===== src/rtl/parking_pkg.sv =====
// Shared types and default timing for the parking lot controller.
package parking_pkg;

  typedef enum logic [2:0] {
    ST_IDLE  = 3'd0,
    ST_ENTRY = 3'd1,
    ST_EXIT  = 3'd2,
    ST_DOOR  = 3'd3,
    ST_FULL  = 3'd4
  } state_e;

  localparam int DEF_NUM_SLOTS    = 4;
  localparam int DEF_TICK_DIV     = 40000000;
  localparam int DEF_FULL_TOGGLES = 6;
  localparam int DEF_DOOR_TOGGLES = 20;

  function automatic int max_int(input int a, input int b);
    return (a > b) ? a : b;
  endfunction

endpackage


===== src/rtl/parking_blink_timer.sv =====
// Blink generator shared by the door and full indicators: restarts on start,
// toggles every TICK_DIV cycles and finishes low after the requested toggles.
module blink_timer
  import parking_pkg::*;
#(
  parameter int TICK_DIV    = DEF_TICK_DIV,
  parameter int MAX_TOGGLES = DEF_DOOR_TOGGLES,
  localparam int CNT_W = max_int(1, $clog2(TICK_DIV)),
  localparam int TOG_W = max_int(1, $clog2(MAX_TOGGLES + 1))
) (
  input  logic             clk,
  input  logic             reset,
  input  logic             start,
  input  logic [TOG_W-1:0] toggles,
  output logic             done,
  output logic             light
);

  logic             active_r;
  logic [CNT_W-1:0] cnt_r;
  logic [TOG_W-1:0] tog_r;
  logic [TOG_W-1:0] target_r;
  logic             light_r;
  logic             tick_s;
  logic             last_s;

  // Tick and final-toggle detection
  always_comb begin
    tick_s = active_r & (cnt_r == CNT_W'(TICK_DIV - 1));
    last_s = tick_s & (tog_r == (target_r - TOG_W'(1)));
  end

  // Divider, toggle counter and light register
  always_ff @(posedge clk) begin
    if (reset) begin
      active_r <= 1'b0;
      cnt_r    <= {CNT_W{1'b0}};
      tog_r    <= {TOG_W{1'b0}};
      target_r <= {TOG_W{1'b0}};
      light_r  <= 1'b0;
    end else if (start) begin
      active_r <= 1'b1;
      cnt_r    <= {CNT_W{1'b0}};
      tog_r    <= {TOG_W{1'b0}};
      target_r <= toggles;
      light_r  <= 1'b0;
    end else if (last_s) begin
      // the final toggle always lands the light at 0, even for odd counts
      active_r <= 1'b0;
      cnt_r    <= {CNT_W{1'b0}};
      tog_r    <= {TOG_W{1'b0}};
      light_r  <= 1'b0;
    end else if (tick_s) begin
      cnt_r   <= {CNT_W{1'b0}};
      tog_r   <= tog_r + TOG_W'(1);
      light_r <= ~light_r;
    end else if (active_r) begin
      cnt_r <= cnt_r + CNT_W'(1);
    end else begin
      cnt_r <= {CNT_W{1'b0}};
    end
  end

  assign done  = last_s;
  assign light = light_r;

endmodule


===== src/rtl/parking_controller.sv =====
// Parking lot controller: slot allocation on entry, release on exit, and
// blinking door/full indicators driven by one shared blink timer.
module parking_controller
  import parking_pkg::*;
#(
  parameter int NUM_SLOTS    = DEF_NUM_SLOTS,
  parameter int TICK_DIV     = DEF_TICK_DIV,
  parameter int FULL_TOGGLES = DEF_FULL_TOGGLES,
  parameter int DOOR_TOGGLES = DEF_DOOR_TOGGLES,
  localparam int SLOT_W = max_int(1, $clog2(NUM_SLOTS))
) (
  input  logic                 clk,
  input  logic                 reset,
  input  logic                 entry_n,
  input  logic                 exit_n,
  input  logic [SLOT_W-1:0]    exit_slot,
  output logic                 full_light,
  output logic                 door_light,
  output logic [NUM_SLOTS-1:0] occupied,
  output logic [SLOT_W:0]      free_count,
  output logic [SLOT_W-1:0]    next_free,
  output logic                 next_free_valid,
  output logic                 assign_pulse,
  output logic                 reject_pulse
);

  localparam int MAX_TOG = max_int(FULL_TOGGLES, DOOR_TOGGLES);
  localparam int TOG_W   = max_int(1, $clog2(MAX_TOG + 1));

  state_e               state_r;
  state_e               state_next_s;
  logic                 entry_q_r;
  logic                 exit_q_r;
  logic                 entry_evt_s;
  logic                 exit_evt_s;
  logic [SLOT_W-1:0]    exit_slot_r;
  logic [NUM_SLOTS-1:0] occupied_r;
  logic [NUM_SLOTS-1:0] occupied_next_s;
  logic [SLOT_W:0]      free_count_r;
  logic [SLOT_W-1:0]    next_free_s;
  logic                 next_free_valid_s;
  logic                 exit_hit_s;
  logic                 assign_pulse_r;
  logic                 reject_pulse_r;
  logic                 set_occ_s;
  logic                 clr_occ_s;
  logic                 assign_s;
  logic                 reject_s;
  logic                 capture_exit_s;
  logic                 timer_start_s;
  logic [TOG_W-1:0]     timer_toggles_s;
  logic                 timer_done_s;
  logic                 timer_light_s;

  function automatic logic [SLOT_W:0] popcount(input logic [NUM_SLOTS-1:0] v);
    logic [SLOT_W:0] c;
    c = {(SLOT_W+1){1'b0}};
    for (int i = 0; i < NUM_SLOTS; i++) begin
      c = c + {{SLOT_W{1'b0}}, v[i]};
    end
    return c;
  endfunction

  // Falling-edge event detection on the active-low sensors
  always_comb begin
    entry_evt_s = entry_q_r & ~entry_n;
    exit_evt_s  = exit_q_r & ~exit_n;
  end

  // Lowest free slot, and whether the captured exit slot is a real occupied one
  always_comb begin
    next_free_s       = {SLOT_W{1'b0}};
    next_free_valid_s = ~(&occupied_r);
    exit_hit_s        = 1'b0;
    for (int i = NUM_SLOTS - 1; i >= 0; i--) begin
      next_free_s = (!occupied_r[i]) ? SLOT_W'(i) : next_free_s;
      exit_hit_s  = exit_hit_s | ((exit_slot_r == SLOT_W'(i)) & occupied_r[i]);
    end
  end

  // Next occupancy bitmap from the grant/release strobes
  always_comb begin
    occupied_next_s = occupied_r;
    for (int i = 0; i < NUM_SLOTS; i++) begin
      occupied_next_s[i] = (occupied_r[i] | (set_occ_s & (next_free_s == SLOT_W'(i))))
                           & ~(clr_occ_s & (exit_slot_r == SLOT_W'(i)));
    end
  end

  // FSM state register
  always_ff @(posedge clk) begin
    if (reset) begin
      state_r <= ST_IDLE;
    end else begin
      state_r <= state_next_s;
    end
  end

  // FSM next-state and control strobes; events outside IDLE are ignored
  always_comb begin
    state_next_s    = state_r;
    set_occ_s       = 1'b0;
    clr_occ_s       = 1'b0;
    assign_s        = 1'b0;
    reject_s        = 1'b0;
    capture_exit_s  = 1'b0;
    timer_start_s   = 1'b0;
    timer_toggles_s = TOG_W'(DOOR_TOGGLES);
    case (state_r)
      ST_IDLE: begin
        if (entry_evt_s) begin
          state_next_s = ST_ENTRY;
        end else if (exit_evt_s) begin
          state_next_s   = ST_EXIT;
          capture_exit_s = 1'b1;
        end else begin
          state_next_s = ST_IDLE;
        end
      end
      ST_ENTRY: begin
        timer_start_s = 1'b1;
        if (next_free_valid_s) begin
          set_occ_s    = 1'b1;
          assign_s     = 1'b1;
          state_next_s = ST_DOOR;
        end else begin
          reject_s        = 1'b1;
          timer_toggles_s = TOG_W'(FULL_TOGGLES);
          state_next_s    = ST_FULL;
        end
      end
      ST_EXIT: begin
        if (exit_hit_s) begin
          clr_occ_s     = 1'b1;
          timer_start_s = 1'b1;
          state_next_s  = ST_DOOR;
        end else begin
          reject_s     = 1'b1;
          state_next_s = ST_IDLE;
        end
      end
      ST_DOOR: begin
        if (timer_done_s) begin
          state_next_s = ST_IDLE;
        end else begin
          state_next_s = ST_DOOR;
        end
      end
      ST_FULL: begin
        if (timer_done_s) begin
          state_next_s = ST_IDLE;
        end else begin
          state_next_s = ST_FULL;
        end
      end
      default: begin
        state_next_s = ST_IDLE;
      end
    endcase
  end

  // Sensor history, occupancy, free count and result pulses
  always_ff @(posedge clk) begin
    if (reset) begin
      entry_q_r      <= 1'b1;
      exit_q_r       <= 1'b1;
      exit_slot_r    <= {SLOT_W{1'b0}};
      occupied_r     <= {NUM_SLOTS{1'b0}};
      free_count_r   <= (SLOT_W+1)'(NUM_SLOTS);
      assign_pulse_r <= 1'b0;
      reject_pulse_r <= 1'b0;
    end else begin
      entry_q_r      <= entry_n;
      exit_q_r       <= exit_n;
      exit_slot_r    <= capture_exit_s ? exit_slot : exit_slot_r;
      occupied_r     <= occupied_next_s;
      free_count_r   <= (SLOT_W+1)'(NUM_SLOTS) - popcount(occupied_next_s);
      assign_pulse_r <= assign_s;
      reject_pulse_r <= reject_s;
    end
  end

  blink_timer #(
    .TICK_DIV    (TICK_DIV),
    .MAX_TOGGLES (MAX_TOG)
  ) u_blink_timer (
    .clk     (clk),
    .reset   (reset),
    .start   (timer_start_s),
    .toggles (timer_toggles_s),
    .done    (timer_done_s),
    .light   (timer_light_s)
  );

  // The shared timer's light is steered to whichever indicator owns the state
  assign door_light      = timer_light_s & (state_r == ST_DOOR);
  assign full_light      = timer_light_s & (state_r == ST_FULL);
  assign occupied        = occupied_r;
  assign free_count      = free_count_r;
  assign next_free       = next_free_s;
  assign next_free_valid = next_free_valid_s;
  assign assign_pulse    = assign_pulse_r;
  assign reject_pulse    = reject_pulse_r;

endmodule


===== config.mk =====
export PLATFORM = sky130hd
export DESIGN_NAME = parking_controller
export DESIGN_NICKNAME = d
export VERILOG_FILES = /design/src/rtl/parking_pkg.sv /design/src/rtl/parking_blink_timer.sv /design/src/rtl/parking_controller.sv
export SDC_FILE = /design/constraint.sdc
export NUM_CORES = 1
export LEC_CHECK = 0
export BUFFER_PORTS_ARGS = -buffer_cell sky130_fd_sc_hd__buf_2
export CAP_MARGIN = 20
export CORE_MARGIN = 2
export CORE_UTILIZATION = 60
export CTS_CLUSTER_DIAMETER = 40
export CTS_CLUSTER_SIZE = 12
export DETAILED_ROUTE_END_ITERATION = 10
export PLACE_DENSITY = 0.77
export SYNTH_ARGS = -nofsm -noshare
export SYNTH_HDL_FRONTEND = slang
export SYNTH_SLANG_ARGS = --single-unit

===== constraint.sdc =====
create_clock -name clk -period 3.9 [get_ports clk]
set_input_delay 0.195 -clock clk [delete_from_list [all_inputs] [get_ports clk]]
set_output_delay 0.195 -clock clk [all_outputs]
set_load 0.05 [all_outputs]

==> results of run 1 <==
-- path summary, 6_finish.rpt --
kind / from / endpoint / slack (ps) / cells past startpoint
max reg2reg: state_r[1] / free_count[2] / 1210 / 7
min: entry_n / entry_q_r / 80 / 2
max: state_r[1] / free_count[2] / 1210 / 7
min reg2reg: u_blink_timer.cnt_r[0] / u_blink_timer.cnt_r[0] / 460 / 1
-- power groups by stage --
stage	registers, mW	clock network [mW]	logic [mW]
final	0.628	0.425	0.371
after global routing	0.638	0.450	0.417
after CTS	0.628	0.435	0.374
after detailed placement	0.640	0	0.373
after global placement	0.638	0	0.368
after floorplan	0.708	0	0.224
-- worst reg2reg max path, cell delays in order, from the launching register on --
cell and delay [ps]:
dfxtp_1 390, nor3b_1 680, a31oi_1 170, a31oi_1 270, fa_1 460, ha_1 190, ha_1 160, or2_2 260
-- flip-flops by register name, summed over array words and instances, names as in the netlist, 2 cells and up --
register                count
free_count                  3
u_blink_timer.tog_r         5
u_blink_timer.cnt_r        26
occupied                    4
exit_slot_r                 2
u_blink_timer.target_r      3
state_r                     3
-- kinds of logic (layout without fill, tap and decap cells) --
group           after synthesis  count (layout)
compound gates               55              55
simple gates                122             122
mux                           3               3
flops                        52              52
fa+ha+maj                     6               6
buf+inv                      20              36
xor+xnor                     16              16
-- metal layers --
metal / wire length [microns] / vias to the layer above / share of wire / global-route usage
li1: - / 1038 / - / -
met1: 2360 / 986 / 0.49 / 0.301
met2: 2220 / 25 / 0.46 / 0.391
met3: 174 / 6 / 0.036 / 0.0536
met4: 59 / 0 / 0.012 / 0.0735
met5: 0 / - / 0 / 0
-- layout make-up --
type	instances	area (sq um)	area share
tap	50	62.6	0.0227
clock buffer	5	68.8	0.0249
clock inverter	2	60.1	0.0218
inverter	9	33.8	0.0122
timing repair buffer	20	103	0.0372
sequential	52	1040	0.377
multi-input combinational	202	1390	0.504
-- cell usage in the layout (no fill, tap or decap), types with 3 or more instances in the layout --
| cell | instances |
|---|---|
| nand4_1 | 9 |
| and4_1 | 4 |
| nor2_1 | 23 |
| o22ai_1 | 4 |
| a21oi_1 | 15 |
| clkbuf_8 | 5 |
| xor2_1 | 10 |
| o21ai_0 | 10 |
| dfxtp_1 | 52 |
| o31ai_1 | 7 |
| or2_2 | 4 |
| inv_1 | 9 |
| nand2_1 | 19 |
| xnor2_1 | 6 |
| or4_1 | 7 |
| buf_2 | 19 |
| and3_1 | 5 |
| or3_1 | 10 |
| nand3_1 | 14 |
| nand2b_1 | 3 |
| ha_1 | 5 |
| nor2b_1 | 4 |
| a211oi_1 | 5 |
-- through the flow --
stage	setup slack, ps	area, sq um
after global placement	1310	2630
after floorplan	1270	2530
after global routing	916	2760
final	1210	2760
after detailed placement	1260	2630
after CTS	1230	2760
==> run_results.csv, run 1 <==
group,metric,value,unit
grt,grt_max_degree,27,
worst_setup_path,start_kind,"flip-flop",
sta,slew_headroom,0.464,
synth,synth_ff_type,"dfxtp_1",
worst_setup_path,slowest_stage,"nor3b_1",
synth,ys_seq_area_frac,0.412,
run_status,status,"finished clean",
sta,setup_viol,0,
sta,hold_violations,0,
sta,slew_violations,0,
synth,muxShareOfSynthArea,0.0168,
placement,dp_hpwl,3300,microns
synth,async_flop_share,0,
placement,place_congestion,0.904,
sta,min_period,2690,ps
cts,clk_latency,310,ps
die,fp.dieW,68.9,microns
cts,cts_made_buffers,5,
layout,fin_nets,302,
cts,path_clk_slew,100,ps
grt,grt_pass1_vias,1929,
synth,synth-xor-area-share,0.0554,
drt,first_iter_violations,147,
layout,syn2layout_area_growth,9.21,%
synth,yosys.area.top_type,"dfxtp_1",
synth,syn_area,2530,sq um
pwr,p_sw,462,uW
layout,post-route-util,0.685,
grt,grt-ovfl-total,0,
synth,yosysWarnings,0,
synth,synth_top_cell_area_share,0.412,
pwr,vdd_drop_max,0.267,mV
layout,instances_no_fill,340,
sta,fmax,372,MHz
sta,tightestPinTransition,802,ps
pwr,power.density,516,nW/um^2
cts,cts_resized,0,
drt,ant_nets,0,
drt,viasPerCell,6.04,
worst_setup_path,worstPathArrival,2890,ps
drt,drcViolationCount,0,
die,initial_core_util,0.627,
pwr,p_int,962,uW
pwr,p_clk_frac,0.298,
worst_setup_path,path_delay_family,"simple AND/OR/NAND/NOR gates",
synth,synth_top_family_by_area,"simple AND/OR/NAND/NOR gates",
cts,cts_buffer_depth,2,
pwr,switching_share,0.325,
pwr,p_seq_frac,0.441,
layout,fillers,348,
worst_setup_path,cp_cell_sequence,"nor3b_1 > a31oi_1 > a31oi_1 > fa_1 > ha_1 > ha_1 > or2_2",
placement,dp.cells,333,
worst_setup_path,worst_ep_required_time,4100,ps
layout,drive_gt1_frac,0.162,
die,die_area,4750,sq um
pwr,power_frac_comb,0.261,
synth,synth_edf_count,0,
synth,synth-adder-area-share,0.0327,
grt,grt_usage,0.234,
worst_setup_path,criticalPathCategory,"reg -> reg",
run,max_cap_violations,0,
sta,whs,79.6,ps
drt,routedWlPerCell,14.2,microns
sta,tns,0,ps
placement,io_buffers,19,
die,io_pins,20,
synth,synth-simple-area-share,0.286,
die,core,4030,sq um
synth,synth_compound_area_frac,0.159,
grt,grt_pass1_wl,8460,microns
drt,via_count,2055,
sta,fin_crit_sh,0.690,
cts,cts_setup_buffers,0,
synth,synth_common_cells,"dfxtp_1, nor2_1, nand2_1",
drt,drt-total-wl,4810,microns
cts,cts_hold_buf,0,
synth,ys_types,55,
synth,yosys-top-cells-area,"dfxtp_1, xor2_1, nor2_1, a21oi_1, nand2_1",
synth,yosysMostFrequentCell,"dfxtp_1",
grt,antenna_found_initial,0,
die,die_y,68.9,microns
drt,dr.pass1.iters,4,
layout,n_antenna_cell,0,
synth,syn_area_per_cell,9.22,sq um
synth,synth_cells,274,
cts,htreeDepth,2,
worst_hold_path,holdCritPathClass,"in -> reg",
worst_setup_path,cp-end-kind,"flip-flop",
cts,cts.sinks,52,
die,rows,23,
worst_setup_path,max_stage_delay,680,ps
sta,skew,10.4,ps
cts,cts-root-buf,"clkbuf_8",
pwr,power_leakage,0.948,nW
worst_setup_path,path_buf_inv,0,
synth,synth_nets,286,
cts,cts_tree,"built",
synth,synth_seq_cells,52,
worst_setup_path,crit_fanout,6,
pwr,finalPower,1.42,mW
sta,rsz0062_at_grt,"no",
Power figures use the tool's default switching activity.
==> run 2, diff against run 1 <==
ABC_AREA = 1   (was not set)
CORE_UTILIZATION = 54   (was 60)
PLACE_DENSITY = 0.72   (was 0.77)
clock period = 2.3 ns   (was 3.9 ns; I/O delays follow)
==> run_results.csv, run 2 <==
group,metric,value,unit
run_status,status,"finished clean",
pwr,finalPower,1.92,mW
grt,grt_max_degree,27,
drt,via_count,2521,
cts,cts_tree,"built",
die,die_area,5690,sq um
sta,hold_violations,0,
synth,synth_cells,391,
synth,synth_ff_type,"dfxtp_1",
synth,syn_area_per_cell,7.05,sq um
synth,yosys.area.top_type,"dfxtp_1",
worst_hold_path,holdCritPathClass,"in -> reg",
placement,place_area,2930,sq um
worst_setup_path,criticalPathCategory,"reg -> reg",
cts,cts.sinks,52,
drt,viasPerCell,5.19,
die,core,4820,sq um
worst_setup_path,reg2reg_slack,110,ps
die,fp.dieW,75.4,microns
worst_setup_path,crit_end,"free_count[2]",
sta,worst_slack,107,ps
layout,largest_reg_flops,26,
cts,cts_buffer_depth,2,
layout,drive_gt1_frac,0.234,
synth,synth_nets,403,
sta,slew_headroom,0.676,
sta,slew_violations,0,
drt,drt-total-wl,5870,microns
sta,rsz0062_at_grt,"no",
placement,place_congestion,0.905,
placement,io_buffers,19,
pwr,vdd_drop_max,0.489,mV
layout,largest_register,"u_blink_timer.cnt_r",
die,initial_core_util,0.572,
layout,fin_nets,430,
drt,routedWlPerCell,12.1,microns
synth,yosysWarnings,0,
synth,synth_common_cells,"nand2_1, nor2_1, dfxtp_1",
sta,fmax,456,MHz
synth,async_flop_share,0,
die,rows,25,
sta,min_period,2190,ps
worst_setup_path,worst_ep_required_time,2500,ps
sta,setup_viol,0,
drt,routed.top_layer,"met4",
sta,tightestPinTransition,485,ps
cts,cts-root-buf,"clkbuf_8",
drt,wl_met2,2590,microns
layout,final_cell_mix,"nand2_1, nor2_1, dfxtp_1",
grt,grt_pass1_vias,2158,
run,max_cap_violations,0,
layout,fillers,452,
placement,place_ws,-78.6,ps
drt,first_iter_violations,135,
synth,ys_types,35,
grt,grt_pass1_wl,9650,microns
drt,met1_length,2880,microns
drt,dr.pass1.iters,5,
layout,syn2layout_area_growth,13.9,%
placement,dp_hpwl,4210,microns
cts,cts_hold_buf,0,
worst_setup_path,cp-startpoint,"exit_slot_r[0]",
worst_hold_path,min_path_cells,2,
cts,clk_latency,310,ps
worst_setup_path,ff2ff_path_depth,11,
worst_setup_path,r2r_start,"exit_slot_r[0]",
drt,ant_nets,0,
synth,yosysMostFrequentCell,"nand2_1",
die,io_pins,20,
layout,post-route-util,0.651,
pwr,power_leakage,1.21,nW
synth,syn_area,2760,sq um
worst_setup_path,crit_fanout,6,
synth,synth_top_cell_area_share,0.378,
cts,cts_made_buffers,5,
worst_setup_path,worstPathArrival,2400,ps
worst_setup_path,cp-end-kind,"flip-flop",
grt,grt_usage,0.219,
worst_setup_path,r2r-end,"free_count[2]",
synth,synth_edf_count,0,
cts,path_clk_slew,100,ps
drt,drcViolationCount,0,
grt,antenna_found_initial,0,
die,die_y,75.4,microns
layout,post-route-cell-area,3140,sq um
grt,grt-ovfl-total,0,
layout,n_antenna_cell,0,
sta,skew,10.4,ps
cts,htreeDepth,2,
synth,ys_seq_area_frac,0.378,
drt,wl_met3,333,microns
pwr,power.density,613,nW/um^2
layout,final_common_cell,"nand2_1",
synth,yosys-top-cells-area,"dfxtp_1, nand2_1, nor2_1, inv_1, nand3_1",
synth,synth_seq_cells,52,
worst_setup_path,start_kind,"flip-flop",
sta,fin_crit_sh,0.953,
## run 2: cell types whose count changed in the layout (fill, tap and decap cells not counted), sizes merged, moves of 5 or more
cell	change
nand2	+63
nor2	+51
inv	+47
nand3	+16
nor3	+12
or3	-11
or4	-8
a211oi	-6
o31ai	-6
and3	-5
and4	-5
## run 2: cell families after synthesis
| logic type | after synthesis | share of synthesized area |
|---|---|---|
| compound gates | 35 | 0.0790 |
| xor+xnor | 12 | 0.0381 |
| fa+ha+maj | 6 | 0.0300 |
| buf+inv | 60 | 0.0872 |
| flops | 52 | 0.378 |
| simple gates | 226 | 0.388 |
## run 2: how the worst min path moves through the flow
| stage | start | to | slack, ps |
|---|---|---|---|
| finish | exit_n | exit_q_r | 20 |
| global route | exit_n | exit_q_r | 9 |
| CTS | exit_n | exit_q_r | 8 |
| detailed placement | exit_n | exit_q_r | 320 |
| global placement | exit_n | exit_q_r | 320 |
| floorplan | reset | assign_pulse | 190 |
## run 2: power breakdown
part	total, mW	switching (mW)	leakage [nW]	internal, mW
registers	0.975	0.0345	0.426	0.940
clock network	0.631	0.308	0.0552	0.324
logic	0.317	0.218	0.725	0.0989
## run 2: timing repair
| action | 4_1_cts | 5_1_grt |
|---|---|---|
| endpoints found under the setup margin | 2 | 2 |
| resized for setup | 4 | 23 |
| setup buffers | 0 | 3 |
| pin swaps | 0 | 5 |
## run 2: critical path, stage by stage, from the launching register on
cell,delay (ps)
dfxtp_2,360
inv_4,90
nand3_1,100
nand2_2,110
nor2_4,60
nor2_4,140
nand3_1,110
o21ai_2,100
fa_1,450
ha_2,180
ha_2,150
or2_2,260
## run 2: per-layer routing
layer | vias up | global-route usage
li1 | 1301 | -
met1 | 1142 | 0.313
met2 | 70 | 0.341
met3 | 8 | 0.0423
met4 | 0 | 0.0565
met5 | - | 0
## run 2: cell type report
type	count	area, sq um	area share
multi-input cells	279	1540	0.491
flip-flops and latches	52	1060	0.338
inverters	57	219	0.0698
repair buffers	23	125	0.0399
well taps	67	83.8	0.0267
clock buffers	6	72.6	0.0231
clock inverters	2	35.0	0.0112
## run 2: through the flow
stage | hold WS [ps] | setup TNS [ps] | instances
CTS | 7.71 | 0 | 483
finish | 15.6 | 0 | 486
global route | 9.08 | 0 | 486
floorplan | 194 | 0 | 391
detailed placement | 323 | -78.6 | 475
global placement | 322 | 0 | 475
